===== config.mk =====
export PLATFORM = sky130hd
export DESIGN_NAME = mem_stage_lsu
export DESIGN_NICKNAME = d
export VERILOG_FILES = /design/src/rtl/mem_stage_lsu_pkg.sv /design/src/rtl/mem_stage_lsu_align.sv /design/src/rtl/mem_stage_lsu.sv
export SDC_FILE = /design/constraint.sdc
export NUM_CORES = 1
export LEC_CHECK = 0
export CAP_MARGIN = 20
export CORE_UTILIZATION = 40
export CTS_CLUSTER_SIZE = 10
export DETAILED_ROUTE_END_ITERATION = 12
export PLACE_DENSITY = 0.72
export SLEW_MARGIN = 0
export SYNTH_ARGS = -nofsm -noshare
export SYNTH_HDL_FRONTEND = slang
export SYNTH_SLANG_ARGS = --single-unit

===== constraint.sdc =====
create_clock -name clk -period 5.8 [get_ports clk]
set_input_delay 1.16 -clock clk [delete_from_list [all_inputs] [get_ports clk]]
set_output_delay 1.16 -clock clk [all_outputs]
set_load 0.01 [all_outputs]

===== src/rtl/mem_stage_lsu_pkg.sv =====
// Shared encodings and helpers for the load/store memory stage.
package mem_stage_lsu_pkg;

  localparam logic [1:0] SZ_B = 2'd0;
  localparam logic [1:0] SZ_H = 2'd1;
  localparam logic [1:0] SZ_W = 2'd2;
  localparam logic [1:0] SZ_D = 2'd3;

  typedef enum logic [1:0] {
    IDLE = 2'd0,
    REQ  = 2'd1,
    WAIT = 2'd2
  } lsu_state_e;

  // Natural-alignment check; a double access on a 32-bit datapath is never legal.
  function automatic logic is_misaligned(input logic [1:0] size,
                                         input logic [2:0] addr_lo,
                                         input logic       is64);
    logic bad;
    case (size)
      SZ_B:    bad = 1'b0;
      SZ_H:    bad = addr_lo[0];
      SZ_W:    bad = (addr_lo[1:0] != 2'b00);
      default: bad = !is64 || (addr_lo != 3'b000);
    endcase
    return bad;
  endfunction

endpackage


===== src/rtl/mem_stage_lsu_align.sv =====
// Byte-lane steering: store replication, byte enables, load extract/extend.
module lsu_align
  import mem_stage_lsu_pkg::*;
#(
  parameter int XLEN  = 32,
  parameter int BE_W  = XLEN / 8,
  parameter int OFF_W = $clog2(XLEN / 8)
) (
  input  logic [1:0]       st_size_i,
  input  logic [OFF_W-1:0] st_off_i,
  input  logic [XLEN-1:0]  st_data_i,
  output logic [BE_W-1:0]  st_be_o,
  output logic [XLEN-1:0]  st_wdata_o,
  input  logic [1:0]       ld_size_i,
  input  logic [OFF_W-1:0] ld_off_i,
  input  logic             ld_unsigned_i,
  input  logic [XLEN-1:0]  ld_rdata_i,
  output logic [XLEN-1:0]  ld_data_o
);

  logic [7:0]      mask8;
  logic [XLEN-1:0] shifted;
  logic [XLEN-1:0] low_mask;
  logic            sign_bit;

  // Enable mask of the access width, moved up to the addressed byte.
  always_comb begin
    case (st_size_i)
      SZ_B:    mask8 = 8'h01;
      SZ_H:    mask8 = 8'h03;
      SZ_W:    mask8 = 8'h0F;
      default: mask8 = 8'hFF;
    endcase
    st_be_o = mask8[BE_W-1:0] << st_off_i;
  end

  // Each byte lane takes the store byte that lands on it for the given size.
  for (genvar gi = 0; gi < BE_W; gi++) begin : g_lane
    logic [7:0] lane_b;
    // Pick the source byte for this lane.
    always_comb begin
      case (st_size_i)
        SZ_B:    lane_b = st_data_i[7:0];
        SZ_H:    lane_b = st_data_i[(gi % 2) * 8 +: 8];
        SZ_W:    lane_b = st_data_i[(gi % 4) * 8 +: 8];
        default: lane_b = st_data_i[gi * 8 +: 8];
      endcase
    end
    assign st_wdata_o[gi * 8 +: 8] = lane_b;
  end

  // Right-align the addressed bytes, then sign- or zero-fill above the access width.
  always_comb begin
    shifted = ld_rdata_i >> {ld_off_i, 3'b000};
    case (ld_size_i)
      SZ_B: begin
        low_mask = XLEN'(8'hFF);
        sign_bit = shifted[7];
      end
      SZ_H: begin
        low_mask = XLEN'(16'hFFFF);
        sign_bit = shifted[15];
      end
      SZ_W: begin
        low_mask = XLEN'(32'hFFFF_FFFF);
        sign_bit = shifted[31];
      end
      default: begin
        low_mask = '1;
        sign_bit = shifted[XLEN-1];
      end
    endcase
    ld_data_o = (shifted & low_mask) | ((sign_bit && !ld_unsigned_i) ? ~low_mask : '0);
  end

endmodule


===== src/rtl/mem_stage_lsu.sv =====
// Pipeline memory stage: accepts EX/MEM ops, runs req/gnt/rvalid accesses, drives MEM/WB.
module mem_stage_lsu
  import mem_stage_lsu_pkg::*;
#(
  parameter int XLEN      = 32,
  parameter int RF_ADDR_W = 5,
  localparam int BE_W     = XLEN / 8
) (
  input  logic                 clk,
  input  logic                 rst,
  input  logic                 in_valid_i,
  input  logic                 rf_we_i,
  input  logic                 mem_we_i,
  input  logic                 mem2rf_i,
  input  logic [1:0]           mem_size_i,
  input  logic                 mem_unsigned_i,
  input  logic [RF_ADDR_W-1:0] rf_waddr_i,
  input  logic [XLEN-1:0]      alu_result_i,
  input  logic [XLEN-1:0]      mem_wdata_i,
  output logic                 stall_o,
  output logic                 out_valid_o,
  output logic                 rf_we_o,
  output logic [RF_ADDR_W-1:0] rf_waddr_o,
  output logic                 mem2rf_o,
  output logic [XLEN-1:0]      mem_rdata_o,
  output logic [XLEN-1:0]      alu_result_o,
  output logic                 misalign_o,
  output logic                 dmem_req_o,
  output logic                 dmem_we_o,
  output logic [XLEN-1:0]      dmem_addr_o,
  output logic [BE_W-1:0]      dmem_be_o,
  output logic [XLEN-1:0]      dmem_wdata_o,
  input  logic                 dmem_gnt_i,
  input  logic                 dmem_rvalid_i,
  input  logic [XLEN-1:0]      dmem_rdata_i
);

  localparam int OFF_W = $clog2(BE_W);

  lsu_state_e state_q;

  // Copy of the accepted instruction, used after upstream has moved on.
  logic                 cap_rf_we_q, cap_mem2rf_q, cap_mem_we_q, cap_unsigned_q;
  logic [1:0]           cap_size_q;
  logic [RF_ADDR_W-1:0] cap_waddr_q;
  logic [XLEN-1:0]      cap_alu_q;

  // Bus-side registers, stable for the whole request phase.
  logic                 req_q, dmem_we_q;
  logic [XLEN-1:0]      dmem_addr_q, dmem_wdata_q;
  logic [BE_W-1:0]      dmem_be_q;

  // MEM/WB pipeline register.
  logic                 out_valid_q, rf_we_q, mem2rf_q, misalign_q;
  logic [RF_ADDR_W-1:0] rf_waddr_q;
  logic [XLEN-1:0]      mem_rdata_q, alu_result_q;

  logic [BE_W-1:0]      st_be;
  logic [XLEN-1:0]      st_wdata, ld_data;
  logic                 mem_op, bad_align;

  assign mem_op    = mem_we_i || mem2rf_i;
  assign bad_align = is_misaligned(mem_size_i, alu_result_i[2:0], 1'(XLEN == 64));

  lsu_align #(.XLEN(XLEN), .BE_W(BE_W), .OFF_W(OFF_W)) u_align (
    .st_size_i    (mem_size_i),
    .st_off_i     (alu_result_i[OFF_W-1:0]),
    .st_data_i    (mem_wdata_i),
    .st_be_o      (st_be),
    .st_wdata_o   (st_wdata),
    .ld_size_i    (cap_size_q),
    .ld_off_i     (cap_alu_q[OFF_W-1:0]),
    .ld_unsigned_i(cap_unsigned_q),
    .ld_rdata_i   (dmem_rdata_i),
    .ld_data_o    (ld_data)
  );

  // Stage FSM: accept in IDLE, hold request until grant, retire on response.
  always_ff @(posedge clk or posedge rst) begin
    if (rst) begin
      state_q        <= IDLE;
      cap_rf_we_q    <= 1'b0;
      cap_mem2rf_q   <= 1'b0;
      cap_mem_we_q   <= 1'b0;
      cap_unsigned_q <= 1'b0;
      cap_size_q     <= SZ_B;
      cap_waddr_q    <= '0;
      cap_alu_q      <= '0;
      req_q          <= 1'b0;
      dmem_we_q      <= 1'b0;
      dmem_addr_q    <= '0;
      dmem_wdata_q   <= '0;
      dmem_be_q      <= '0;
      out_valid_q    <= 1'b0;
      rf_we_q        <= 1'b0;
      mem2rf_q       <= 1'b0;
      misalign_q     <= 1'b0;
      rf_waddr_q     <= '0;
      mem_rdata_q    <= '0;
      alu_result_q   <= '0;
    end else begin
      out_valid_q <= 1'b0;
      misalign_q  <= 1'b0;
      case (state_q)
        IDLE: begin
          if (in_valid_i) begin
            cap_rf_we_q    <= rf_we_i;
            cap_mem2rf_q   <= mem2rf_i;
            cap_mem_we_q   <= mem_we_i;
            cap_unsigned_q <= mem_unsigned_i;
            cap_size_q     <= mem_size_i;
            cap_waddr_q    <= rf_waddr_i;
            cap_alu_q      <= alu_result_i;
            if (!mem_op || bad_align) begin
              // Completes without touching memory.
              out_valid_q  <= 1'b1;
              misalign_q   <= mem_op;
              rf_we_q      <= rf_we_i && !mem_op;
              mem2rf_q     <= mem2rf_i;
              rf_waddr_q   <= rf_waddr_i;
              mem_rdata_q  <= '0;
              alu_result_q <= alu_result_i;
            end else begin
              req_q        <= 1'b1;
              dmem_we_q    <= mem_we_i;
              dmem_addr_q  <= {alu_result_i[XLEN-1:OFF_W], OFF_W'(0)};
              dmem_be_q    <= st_be;
              dmem_wdata_q <= st_wdata;
              state_q      <= REQ;
            end
          end
        end
        REQ: begin
          if (dmem_gnt_i) begin
            req_q   <= 1'b0;
            state_q <= WAIT;
          end
        end
        WAIT: begin
          if (dmem_rvalid_i) begin
            out_valid_q  <= 1'b1;
            rf_we_q      <= cap_rf_we_q;
            mem2rf_q     <= cap_mem2rf_q;
            rf_waddr_q   <= cap_waddr_q;
            mem_rdata_q  <= cap_mem_we_q ? '0 : ld_data;
            alu_result_q <= cap_alu_q;
            state_q      <= IDLE;
          end
        end
        default: state_q <= IDLE;
      endcase
    end
  end

  assign stall_o      = (state_q != IDLE);
  assign dmem_req_o   = req_q;
  assign dmem_we_o    = dmem_we_q;
  assign dmem_addr_o  = dmem_addr_q;
  assign dmem_be_o    = dmem_be_q;
  assign dmem_wdata_o = dmem_wdata_q;
  assign out_valid_o  = out_valid_q;
  assign rf_we_o      = rf_we_q;
  assign rf_waddr_o   = rf_waddr_q;
  assign mem2rf_o     = mem2rf_q;
  assign misalign_o   = misalign_q;
  assign mem_rdata_o  = mem_rdata_q;
  assign alu_result_o = alu_result_q;

endmodule


# ---- Yosys cells after proc, flatten, opt, wreduce, memory -nomap -nowiden
# Index checks and enable logic that the tools add are counted.
dict set report totals {
  regBits 186
  latch_bits 0
  ramBits 0
  romBits 0
  input_bits 112
  out_inout_bits 144
  wordCells 100
  mem_count 0
}
dict set report classes {
  n_addsub 0
  multipliers 0
  n_div 0
  magnitude_cmp 0
  eq_ne 10
  shifts 2
  muxes 45
  bitwise 4
  reduce_logical 19
}
# cell count
set ops {}
lappend ops {{$mux W32} 8}
lappend ops {{$pmux W32 S2} 3}
lappend ops {{$and A32 B32 Y32} 1}
lappend ops {{$not A32 Y32} 1}
lappend ops {{$or A32 B32 Y32} 1}
lappend ops {{$shr A32 B5 Y32} 1}
lappend ops {{$mux W8} 2}
lappend ops {{$pmux W8 S2} 1}
lappend ops {{$mux W1} 15}
lappend ops {{$mux W5} 3}
lappend ops {{$pmux W4 S3} 1}
lappend ops {{$reduce_and A4 Y1} 3}
lappend ops {{$ne A2 B2 Y1 const B} 5}
lappend ops {{$pmux W1 S2} 5}
lappend ops {{$pmux W5 S2} 1}
lappend ops {{$mux W2} 4}
lappend ops {{$reduce_bool A2 Y1} 4}
lappend ops {{$eq A2 B1 Y1 const B} 3}
lappend ops {{$logic_not A2 Y1} 3}
lappend ops {{$pmux W2 S3} 1}
lappend ops {{$eq A2 B2 Y1 const B} 2}
lappend ops {{$shl A4 B2 Y4} 1}
lappend ops {{$pmux W1 S3} 1}
lappend ops {{$reduce_and A3 Y1} 1}
lappend ops {{6 further kinds} 9}

# ---- Longest topological paths before layout
dict set report logic_depth {
  ltp_word 8
  ltp_mapped 9
  depth_no_buf 6
}

# ---- Hierarchy
# Synthesis repeated with hierarchy kept, for this count alone.
dict set report hier_totals {
  cells_unflattened 879
  hier_area_um2 9071.2
}
# module instances cells_each area_each_um2 seq_area_each_um2
set modules_own_cells {}
lappend modules_own_cells {mem_stage_lsu 1 700 7743.7 4654.5}
lappend modules_own_cells {lsu_align 1 179 1327.5 0.0}

# ---- Least setup slack after synthesis
# Ideal clock, no wire load.
dict set report synth_path {
  path_kind {input to register}
  startpoint {input alu_result_i[1]}
  endpoint {register mem_rdata_q[16] (netlist: mem_rdata_o[16])}
  setup_ns 0.126
  arrival_ns 2.373
  required_time_ns 5.674
  slack_ns 3.301
  path_stages 7
  n_path_buf 3
  cell_sequence {clkbuf_2 o21ai_1 and2_4 a211o_1 buf_2 buf_6 a221o_1}
}
dict set report synth_between {
  elab_chain_len 5
}
# item line
set synth_rtl {}
lappend synth_rtl {{start, declared} mem_stage_lsu.sv:18} ;# input logic [XLEN-1:0] alu_result_i,
lappend synth_rtl {{$reduce_bool A2 Y1} mem_stage_lsu_pkg.sv:23} ;# SZ_W: bad = (addr_lo[1:0] != 2'b00);
lappend synth_rtl {{$pmux W1 S3} mem_stage_lsu_pkg.sv:20} ;# case (size)
lappend synth_rtl {{$logic_or A1 B1 Y1} mem_stage_lsu.sv:114} ;# if (!mem_op || bad_align) begin
lappend synth_rtl {{$ne A2 B2 Y1 (no line)} --}
lappend synth_rtl {{$reduce_and A4 Y1 (no line)} --}
lappend synth_rtl {{end signal, assigned} mem_stage_lsu.sv:145} ;# mem_rdata_q <= cap_mem_we_q ? '0 : ld_data;
lappend synth_rtl {{end, declared} mem_stage_lsu.sv:56} ;# logic [XLEN-1:0] mem_rdata_q, alu_result_q;
# Every way passes these cells.
# A chain may end at the register's enable or synchronous reset.

# ---- Worst setup path after layout
dict set report layout_path {
  startpoint {input mem_size_i[1]}
  endpoint {register alu_result_q[29] (netlist: alu_result_o[29])}
}
dict set report layout_between {
  elab_chain_len 5
  word_cells_on_any_way 7
  cone_classes {eq/ne: 3; mux: 1; reduce/logical: 3}
}
# item line
set layout_rtl {}
lappend layout_rtl {{start, declared} mem_stage_lsu.sv:15} ;# input logic [1:0] mem_size_i,
lappend layout_rtl {{$eq A2 B2 Y1, or another cell as far along} mem_stage_lsu_pkg.sv:20}
lappend layout_rtl {{$pmux W1 S3 *} mem_stage_lsu_pkg.sv:20}
lappend layout_rtl {{$logic_or A1 B1 Y1 *} mem_stage_lsu.sv:114}
lappend layout_rtl {{$ne A2 B2 Y1 (no line) *} --}
lappend layout_rtl {{$reduce_and A4 Y1 (no line) *} --}
lappend layout_rtl {{end signal, assigned} mem_stage_lsu.sv:122} ;# alu_result_q <= alu_result_i;
lappend layout_rtl {{end signal, assigned} mem_stage_lsu.sv:146} ;# alu_result_q <= cap_alu_q;
lappend layout_rtl {{end, declared} mem_stage_lsu.sv:56}
# Mark *: on every way between the ends. The rest lies on a longest branch, timed or not.

==> out/metrics.yaml <==
cts.sinks: 186
core_sq_um: 19700
drtIter0Drc: 282
synth_area_leaders: "dfrtp_1 57%, mux2_2 13%, mux2i_1 8.6%"
place_inst: 1144
crit_type: "primary input to flop"
syn_area_sq_um: 8130
gp_congestion: 0.817
r2r-start: "cap_alu_q[1]"
post-route-util: 0.580
period_share: 0.627
cap_viol_max_count: 0
firstDrtPassIters: 4
drc_errors: 0
end_kind: "flop"
cp.required_ns: 6.13
initial_core_util: 0.413
crit_family: "buffers and inverters"
wl_per_cell_microns: 17.4
min_to: "dmem_wdata_o[14]"
slowest_stage: "clkdlybuf4s50_1"
yosysMostFrequentCell: "dfrtp_1"
fmax_mhz: 275
rsz0062_at_grt: "false"
cts-root-buf: "clkbuf_16"
std_cell_rows: 51
dpl.hpwl_microns: 14300
grt_pass1_wl_microns: 32200
cts_inserted_buffers: 17
cts_hold_buf: 0
arrival_ns: 3.97
port_buffers: 253
power_leakage_nw: 5.01
synth_cell_types: 44
clock_latency_ns: 0.42
grt_usage: 0.200
fin_skew_ns: 0.0121
design_area_sq_um: 11400
hold_start: "dmem_wdata_o[14]"
grt_start_max_net_pins: 107
irDropWorstVdd_mv: 0.226
setup_viol: 0
nNetsFinal: 1011
hold_viol_final: 0
yosys.area.top_type_share: 0.572
via_per_inst: 5.05
worst_pin_slew_ns: 0.995
ys_ff_latch: 186
critPathMaxFanout: 79
critical_path_cell_count: 9
cts_setup_buffers: 0
vias: 5943
tns_ns: 0
postRouteAntennaNets: 0
critPathBufInv: 4
cts_max_level: 4
die_h_microns: 145
drive_above_1_share: 0.160
r2r-end: "mem_rdata_o[19]"
netlist_instances: 665
report.final.slew_viol_count: 0
startpoint_type: "primary input"
antenna_found_initial: 1
hold_class: "flop to flop"
final.min_clock_period_ns: 3.64
p_total_w: 0.00456
max_stage_delay_ns: 0.85
yosysSeqAreaShare: 0.572
synth_top_area_cell: "dfrtp_1"
wirelength_microns: 20500
async_flop_share: 1.00
diodes: 0
synth_commonest_cells: "186 x dfrtp_1, 95 x mux2_2, 70 x mux2i_1"
cts_resized: 0
synth_warnings: 0
ys.flop_type: "dfrtp_1"
cts.path.max_buffers: 2
overflow: 0
cts_tree: "yes"
rr_worst_depth: 4
area_growth_pct: 40.6
synth-edff-count: 0
crit_chain: "clkdlybuf4s50_1 -> o21ai_1 -> and2_4 -> a211o_1 -> buf_16 -> inv_2 -> buf_4 -> nor2_1 -> a21oi_1"
slew_headroom: 0.335
outcome: "finished clean"
r2r_slack_ns: 3.24
grt_pass1_vias: 5930
holdPathStages: 2
avgSynthCellArea_sq_um: 12.2
io_pins: 256
die_area_sq_um: 20900
die_x_microns: 145
p_per_area_nw_per_um2: 399
clkTransAtPathRegs_ns: 0.07
finalNonFillerCells: 1177
postPlaceCellArea_sq_um: 10800
==> report_power, final <==
group / switching [W] / total, W / internal, W
clock network: 0.000506 / 0.00112 / 0.000610
registers: 0.000222 / 0.00189 / 0.00167
logic: 0.000653 / 0.00156 / 0.000903
==> logic make-up after synthesis <==
logic type | share of synthesized area
multiplexers | 0.220
flip-flops | 0.572
buffers and inverters | 0.0332
AND/OR/NAND/NOR | 0.0614
AO/OA/AOI/OAI | 0.112
other | 0.000461
==> layout make-up <==
class | count | area, sq um
fill | 1617 | 8280
sequential | 186 | 4650
multi-input combinational | 426 | 3220
timing repair buffer | 264 | 2650
clock buffer | 20 | 447
tap | 265 | 332
clock inverter | 12 | 114
inverter | 4 | 18.8
==> per-layer routing <==
layer  GRT usage  vias to the layer above  wire length [microns]
met1       0.261                     2859                   9000
met5           0                        -                     13
met2       0.321                      196                   9630
met4      0.0632                        2                    365
li1            -                     2858                      -
met3      0.0566                       28                   1500
==> tightest hold or removal path, delay by kind of cell, from the launching register on <==
kind / cells / cell delay, ns
AND/OR/NAND/NOR: 1 / 0.04
AO/OA/AOI/OAI: 1 / 0.06
flip-flops: 1 / 0.34
==> layout by cell type, fill, tap and decap left out, types with 4 or more instances in the layout <==
| cell | instances |
|---|---|
| clkdlybuf4s50_1 | 253 |
| mux2i_1 | 70 |
| o2bb2ai_1 | 7 |
| inv_6 | 4 |
| nor2_1 | 55 |
| a22o_1 | 9 |
| a21oi_1 | 57 |
| nor2b_1 | 4 |
| buf_4 | 9 |
| nand2_1 | 38 |
| o21ai_0 | 41 |
| mux2_2 | 95 |
| a221o_1 | 16 |
| dfrtp_1 | 186 |
| clkbuf_16 | 17 |
==> sequential cells by signal (all words and copies together) (netlist names), 2 cells and up <==
name	cells
cap_waddr_q	5
rf_waddr_o	5
dmem_addr_o	30
mem_rdata_o	32
alu_result_o	32
dmem_be_o	4
cap_alu_q	32
dmem_wdata_o	32
cap_size_q	2
state_q	2
==> how the worst max path moves through the flow <==
stage	from	endpoint	slack, ns
final	mem_size_i[1]	alu_result_o[29]	2.16
after global placement	mem_size_i[1]	alu_result_o[26]	1.62
after detailed placement	mem_size_i[1]	alu_result_o[29]	1.57
after global routing	mem_size_i[1]	dmem_addr_o[16]	1.96
after floorplan	rst	alu_result_o[0]	2.25
after CTS	mem_size_i[1]	alu_result_o[29]	1.93
==> stage by stage <==
step                setup slack (ns)  hold WS, ns
detailed placement              1.57        0.470
finish                          2.16        0.481
global route                    1.96        0.512
global placement                1.62        0.461
floorplan                       2.25        0.480
CTS                             1.93        0.484
(Power assumes the default switching activity.)
